--- config.mk ---
export PLATFORM = sky130hd
export DESIGN_NAME = jk_bank_driver_flat
export DESIGN_NICKNAME = d
export VERILOG_FILES = /design/src/rtl/jk_pkg.sv /design/src/rtl/jk_bank_driver_if.sv /design/src/rtl/jk_excite.sv /design/src/rtl/jk_bank_driver.sv /design/src/flat_wrapper.sv
export SDC_FILE = /design/constraint.sdc
export NUM_CORES = 1
export LEC_CHECK = 0
export ABC_AREA = 1
export CAP_MARGIN = 20
export CORE_MARGIN = 10
export CORE_UTILIZATION = 45
export DETAILED_ROUTE_END_ITERATION = 10
export PLACE_DENSITY = 0.82
export SLEW_MARGIN = 10
export SYNTH_ARGS = -nofsm -noshare
export SYNTH_HDL_FRONTEND = slang
export SYNTH_HIERARCHICAL = 1
export SYNTH_SLANG_ARGS = --single-unit
--- constraint.sdc ---
create_clock -name clk -period 1.6 [get_ports clk]
set_clock_uncertainty 0.15 [all_clocks]
set_input_delay 0.24 -clock clk [delete_from_list [all_inputs] [get_ports clk]]
set_output_delay 0.24 -clock clk [all_outputs]
set_load 0.03 [all_outputs]
--- src/rtl/jk_pkg.sv ---
// Shared types for the JK bank driver: FSM states, {j,k} command encodings
// and the single-bit JK excitation function.
package jk_pkg;

  localparam int unsigned TRIES_W = 3;

  typedef enum logic [1:0] {
    IDLE  = 2'd0,
    DRIVE = 2'd1,
    CHECK = 2'd2,
    RESP  = 2'd3
  } state_e;

  // Encoded as {j,k}
  typedef enum logic [1:0] {
    HOLD   = 2'b00,
    RESET  = 2'b01,
    SET    = 2'b10,
    TOGGLE = 2'b11
  } jk_cmd_e;

  // Command that moves one flop from q to target in a single edge
  function automatic jk_cmd_e excite_bit(input logic q, input logic target, input logic toggle);
    jk_cmd_e cmd;
    if (q == target) begin
      cmd = HOLD;
    end else if (toggle) begin
      cmd = TOGGLE;
    end else if (target) begin
      cmd = SET;
    end else begin
      cmd = RESET;
    end
    return cmd;
  endfunction

endpackage

--- src/rtl/jk_bank_driver_if.sv ---
// Request/response handshake between a sequencer (master) and jk_bank_driver (slave).
interface jk_bank_driver_if
  import jk_pkg::*;
#(
  parameter int unsigned WIDTH = 4,
  parameter int unsigned ERR_W = 8
);

  logic               req_valid;
  logic               req_ready;
  logic [WIDTH-1:0]   req_target;
  logic               req_toggle;
  logic               resp_valid;
  logic               resp_ready;
  logic               resp_ok;
  logic [TRIES_W-1:0] resp_tries;
  logic [ERR_W-1:0]   err_count;

  modport master (
    output req_valid, req_target, req_toggle, resp_ready,
    input  req_ready, resp_valid, resp_ok, resp_tries, err_count
  );

  modport slave (
    input  req_valid, req_target, req_toggle, resp_ready,
    output req_ready, resp_valid, resp_ok, resp_tries, err_count
  );

endinterface

--- src/rtl/jk_excite.sv ---
// WIDTH-wide JK excitation: j/k values that take each flop from q to target.
module jk_excite
  import jk_pkg::*;
#(
  parameter int unsigned WIDTH = 4
) (
  input  logic [WIDTH-1:0] q,
  input  logic [WIDTH-1:0] target,
  input  logic             toggle,
  output logic [WIDTH-1:0] j_next,
  output logic [WIDTH-1:0] k_next
);

  logic [1:0] cmd;

  always_comb begin
    j_next = '0;
    k_next = '0;
    cmd    = HOLD;
    for (int i = 0; i < int'(WIDTH); i++) begin
      cmd       = excite_bit(q[i], target[i], toggle);
      j_next[i] = cmd[1];
      k_next[i] = cmd[0];
    end
  end

endmodule

--- src/rtl/jk_bank_driver.sv ---
// Drives a JK flip-flop bank to a requested word, verifies it through q_fb,
// retries up to MAX_RETRY times and reports pass/fail with a try count.
module jk_bank_driver
  import jk_pkg::*;
#(
  parameter int unsigned WIDTH     = 4,
  parameter int unsigned MAX_RETRY = 2,
  parameter int unsigned ERR_W     = 8
) (
  input  logic              clk,
  input  logic              clear_n,
  jk_bank_driver_if.slave   bus,
  input  logic [WIDTH-1:0]  q_fb,
  output logic [WIDTH-1:0]  j,
  output logic [WIDTH-1:0]  k
);

  localparam logic [TRIES_W-1:0] LAST_RETRY = TRIES_W'(MAX_RETRY);

  state_e             state_q, state_d;
  logic [WIDTH-1:0]   target_q, target_d;
  logic               toggle_q, toggle_d;
  logic [TRIES_W-1:0] tries_q, tries_d;
  logic [WIDTH-1:0]   j_q, j_d, k_q, k_d;
  logic               resp_valid_q, resp_valid_d;
  logic               resp_ok_q, resp_ok_d;
  logic [ERR_W-1:0]   err_q, err_d;

  logic [WIDTH-1:0]   exc_target;
  logic               exc_toggle;
  logic [WIDTH-1:0]   j_next, k_next;

  // In IDLE the excitation is computed from the incoming request, otherwise from the latched one
  assign exc_target = (state_q == IDLE) ? bus.req_target : target_q;
  assign exc_toggle = (state_q == IDLE) ? bus.req_toggle : toggle_q;

  jk_excite #(.WIDTH(WIDTH)) u_excite (
    .q      (q_fb),
    .target (exc_target),
    .toggle (exc_toggle),
    .j_next (j_next),
    .k_next (k_next)
  );

  always_comb begin
    state_d      = state_q;
    target_d     = target_q;
    toggle_d     = toggle_q;
    tries_d      = tries_q;
    j_d          = '0;
    k_d          = '0;
    resp_valid_d = resp_valid_q;
    resp_ok_d    = resp_ok_q;
    err_d        = err_q;

    unique case (state_q)
      IDLE: begin
        if (bus.req_valid) begin
          target_d = bus.req_target;
          toggle_d = bus.req_toggle;
          tries_d  = TRIES_W'(1);
          j_d      = j_next;
          k_d      = k_next;
          state_d  = DRIVE;
        end
      end
      DRIVE: begin
        state_d = CHECK;
      end
      CHECK: begin
        if (q_fb == target_q) begin
          resp_ok_d    = 1'b1;
          resp_valid_d = 1'b1;
          state_d      = RESP;
        end else if (tries_q <= LAST_RETRY) begin
          tries_d = tries_q + TRIES_W'(1);
          j_d     = j_next;
          k_d     = k_next;
          state_d = DRIVE;
        end else begin
          resp_ok_d    = 1'b0;
          resp_valid_d = 1'b1;
          if (err_q != '1) begin
            err_d = err_q + ERR_W'(1);
          end
          state_d = RESP;
        end
      end
      RESP: begin
        if (bus.resp_ready) begin
          resp_valid_d = 1'b0;
          state_d      = IDLE;
        end
      end
      default: state_d = IDLE;
    endcase
  end

  always_ff @(posedge clk or negedge clear_n) begin
    if (!clear_n) begin
      state_q      <= IDLE;
      target_q     <= '0;
      toggle_q     <= 1'b0;
      tries_q      <= '0;
      j_q          <= '0;
      k_q          <= '0;
      resp_valid_q <= 1'b0;
      resp_ok_q    <= 1'b0;
      err_q        <= '0;
    end else begin
      state_q      <= state_d;
      target_q     <= target_d;
      toggle_q     <= toggle_d;
      tries_q      <= tries_d;
      j_q          <= j_d;
      k_q          <= k_d;
      resp_valid_q <= resp_valid_d;
      resp_ok_q    <= resp_ok_d;
      err_q        <= err_d;
    end
  end

  assign bus.req_ready  = (state_q == IDLE);
  assign bus.resp_valid = resp_valid_q;
  assign bus.resp_ok    = resp_ok_q;
  assign bus.resp_tries = tries_q;
  assign bus.err_count  = err_q;
  assign j              = j_q;
  assign k              = k_q;

endmodule

--- src/flat_wrapper.sv ---
// flat-port wrapper written by rule: the top's interface ports become plain ports
module jk_bank_driver_flat import jk_pkg::*;
#(
  parameter int unsigned WIDTH     = 4,
  parameter int unsigned MAX_RETRY = 2,
  parameter int unsigned ERR_W     = 8
)
  (clk, clear_n, q_fb, j, k, bus_req_valid, bus_req_target, bus_req_toggle, bus_resp_ready, bus_req_ready, bus_resp_valid, bus_resp_ok, bus_resp_tries, bus_err_count);
  jk_bank_driver_if #(.WIDTH(WIDTH), .ERR_W(ERR_W)) bus_i ();
  input  logic clk;
  input  logic clear_n;
  input  logic [WIDTH-1:0] q_fb;
  output logic [WIDTH-1:0] j;
  output logic [WIDTH-1:0] k;
  input wire logic [$bits(bus_i.req_valid)-1:0] bus_req_valid;
  input wire logic [$bits(bus_i.req_target)-1:0] bus_req_target;
  input wire logic [$bits(bus_i.req_toggle)-1:0] bus_req_toggle;
  input wire logic [$bits(bus_i.resp_ready)-1:0] bus_resp_ready;
  output wire logic [$bits(bus_i.req_ready)-1:0] bus_req_ready;
  output wire logic [$bits(bus_i.resp_valid)-1:0] bus_resp_valid;
  output wire logic [$bits(bus_i.resp_ok)-1:0] bus_resp_ok;
  output wire logic [$bits(bus_i.resp_tries)-1:0] bus_resp_tries;
  output wire logic [$bits(bus_i.err_count)-1:0] bus_err_count;
  assign bus_i.req_valid = bus_req_valid;
  assign bus_i.req_target = bus_req_target;
  assign bus_i.req_toggle = bus_req_toggle;
  assign bus_i.resp_ready = bus_resp_ready;
  assign bus_req_ready = bus_i.req_ready;
  assign bus_resp_valid = bus_i.resp_valid;
  assign bus_resp_ok = bus_i.resp_ok;
  assign bus_resp_tries = bus_i.resp_tries;
  assign bus_err_count = bus_i.err_count;
  jk_bank_driver #(.WIDTH(WIDTH), .MAX_RETRY(MAX_RETRY), .ERR_W(ERR_W)) u_core (.clk(clk), .clear_n(clear_n), .bus(bus_i), .q_fb(q_fb), .j(j), .k(k));
endmodule
==> flow_summary.json <==
{
  "wl_mm": 4.04,
  "final_core_util": 0.683,
  "clk_pin_slew_worst_paths_ps": 160,
  "synth_cell_type_count": 27,
  "crit_path_max_fanout": 6,
  "failed_checks": "negative setup slack",
  "ir_drop_mv": 0.966,
  "timing.critical_path.slowest_stage_cell": "dfrtp_2",
  "crit_required_ps": 1690,
  "ant_nets": 0,
  "synth_seq_area_share": 0.428,
  "synth_cells": 217,
  "power_density_mw_per_mm2": 1760,
  "row_count": 21,
  "p_leak_uw": 0.00125,
  "finalNetCount": 290,
  "n_antenna_cell": 0,
  "synth_warnings": 6,
  "synth.largest_area_cell": "dfrtp_1",
  "clk_latency_ps": 330,
  "dr.pass1.iters": 5,
  "synthArstFlopShare": 1.00,
  "synth_area_leaders": "dfrtp_1 43%, nand2_1 16%, nor2_1 6.0%",
  "crit_family": "simple AND/OR/NAND/NOR gates",
  "port_buffers": 34,
  "drv_cap": 0,
  "max_freq_mhz": 624,
  "final_cells": 319,
  "vias": 1591,
  "overflow": 0,
  "finalHoldViolations": 0,
  "ys.flop_type": "dfrtp_1",
  "rsz0062_at_grt": "yes",
  "place_inst": 309,
  "core_mm2": 0.00342,
  "place_congestion": 0.802,
  "cts_buffers": 3,
  "synthToLayoutAreaGrowth_pct": 42.5,
  "syn_area_mm2": 0.00164,
  "hpwl_mm": 2.75,
  "die_w_um": 80.3,
  "cp_slowest_stage_delay_ps": 470,
  "clockRootBuffer": "clkbuf_4",
  "grtUsageTotal": 0.117,
  "setup_viol": 1,
  "synth_fp_nets": 233,
  "cts_tree": "yes",
  "fin_ws_ps": -1.68,
  "synth_top_area_share": 0.428,
  "grt_pass1_vias": 1483,
  "outcome": "finished with violations",
  "crit_path_cell_trace": "inv_2 -> ha_4 -> inv_2 -> a21oi_4 -> and2_4 -> nand2_4 -> nand3_1 -> nand2_1",
  "totalPowerFinal_uw": 4100,
  "viasPerCell": 4.99,
  "cp-start-kind": "flip-flop",
  "worstSetupPathType": "reg -> reg",
  "antenna_found_initial": 0,
  "cp_data_arrival_time_ps": 1700,
  "post-route-min-period_ps": 1600,
  "h-tree-depth": 1,
  "cpMostUsedCell": "inv_2",
  "syn_area_per_cell_um2": 7.55,
  "post-route-period-util": 1.00,
  "ios": 35,
  "worst-path-buf-inv": 2,
  "wl_per_cell_um": 12.7,
  "endpoint_kind": "flip-flop",
  "drv_slew": 0,
  "grt_max_degree": 29,
  "synth.most_common_cell": "nand2_1",
  "start_util": 0.479,
  "worst_pin_slew_ps": 359,
  "die_h_um": 80.3,
  "drcViolationCount": 0,
  "relSlewSlack": 0.761,
  "drt_iter0_markers": 77,
  "die_area_mm2": 0.00645,
  "clockBufferDepth": 2,
  "clock-sinks": 28,
  "hp-class": "in -> async",
  "holdBufCountCts": 0,
  "grt_pass1_wl_mm": 6.21,
  "synth_edf_count": 0,
  "drive_gt1_frac": 0.256,
  "ys_ff_latch": 28,
  "synth_common_cells": "71 x nand2_1, 28 x dfrtp_1, 26 x nor2_1"
}
layout by cell type (no fill, tap or decap), drive strengths merged:
| cell type | netlist | routed |
|---|---|---|
| clkbuf | 1 | 4 |
| clkdlybuf4s15 | 0 | 4 |
| nand3 | 8 | 9 |
| and2 | 1 | 1 |
| a21boi | 8 | 8 |
| inv | 28 | 28 |
| nor2 | 28 | 28 |
| o21ai | 11 | 11 |
| nand3b | 2 | 2 |
| xnor2 | 1 | 1 |
| dlygate4sd2 | 0 | 17 |
| nand2 | 74 | 75 |
| xor2 | 3 | 3 |
| a21oi | 7 | 7 |
| dfrtp | 28 | 28 |
| clkdlybuf4s50 | 0 | 12 |
| buf | 5 | 23 |
| nand4 | 9 | 9 |
| ha | 3 | 3 |
state kept, by name, summed over array words and instances, names as in the netlist:
register,cells
u_core/bus.resp_valid,1
u_core/j,4
u_core/toggle_q,1
u_core/bus.resp_ok,1
u_core/bus.resp_tries,3
u_core/bus.err_count,8
u_core/state_q,2
u_core/k,4
u_core/target_q,4
cells by family (layout without fill, tap and decap cells):
family                     Yosys count  in the layout  synth area share
DFF                                 28             28             0.428
adders and majority gates            3              3            0.0229
xor gates and xnor gates             4              4            0.0214
AOI/OAI and AO/OA                   26             26            0.0986
buffers and inverters               34             88            0.0871
and+or+nand+nor                    122            124             0.342
repair_timing:
| action | in CTS | in global routing |
|---|---|---|
| endpoints found under the setup margin | 23 | 24 |
| endpoints found under the hold margin | 0 | 0 |
| buffers inserted | 0 | 3 |
| resized for setup | 32 | 24 |
| gates cloned | 1 | 2 |
| pin swaps | 2 | 12 |
worst register-to-register path, stage by stage, from the launching register on:
cell and delay [ps]:
dfrtp_2 470, inv_2 80, ha_4 130, inv_2 40, a21oi_4 170, and2_4 250, nand2_4 110, nand3_1 90
nand2_1 60
where the power goes:
part	total (uW)	leakage [uW]	internal, uW	switching, uW
clock	349	0.0000210	139	210
sequential	1160	0.000354	979	177
combinational	2600	0.000879	1040	1550
total	4100	0.00125	2160	1940
per-layer routing:
| metal | share of wire | routed length [um] | global-route usage |
|---|---|---|---|
| met2 | 0.50 | 2020 | 0.199 |
| met3 | 0.058 | 233 | 0.0323 |
| met1 | 0.44 | 1760 | 0.132 |
| met4 | 0.0057 | 23 | 0.0528 |
| met5 | 0 | 0 | 0 |
through the flow:
stage	setup WS [ps]	setup TNS, ps	cell area, um2	hold slack [ps]
2_1_floorplan	-44.0	-257	1660	-206
3_3_place_gp	-138	-2120	2170	315
3_5_place_dp	-159	-2480	2170	330
4_1_cts	0.710	0	2210	114
5_1_grt	-78.9	-581	2330	106
6_report	-1.68	-1.68	2330	110
final cells by class:
cell class | count | area [um2]
clock buffers | 4 | 36.3
well taps | 46 | 57.6
multi-input cells | 157 | 910
inverters | 28 | 105
repair buffers | 56 | 519
flip-flops and latches | 28 | 706
fillers | 277 | 1080
path summary, 6_finish.rpt:
check / start / endpoint / slack (ps) / depth (start not counted)
setup / recovery: u_core/bus.resp_tries[0] / u_core/bus.resp_tries[1] / -2 / 8
hold / removal: clear_n / u_core/bus.err_count[4] / 110 / 2
setup reg to reg: u_core/bus.resp_tries[0] / u_core/bus.resp_tries[1] / -2 / 8
hold reg to reg: u_core/bus.resp_valid / u_core/bus.resp_valid / 360 / 2
max in group asynchronous: clear_n / u_core/bus.resp_tries[0] / 890 / 2
min in group clk: bus_req_target[1] / u_core/target_q[1] / 340 / 3
(Power assumes the default switching activity.)
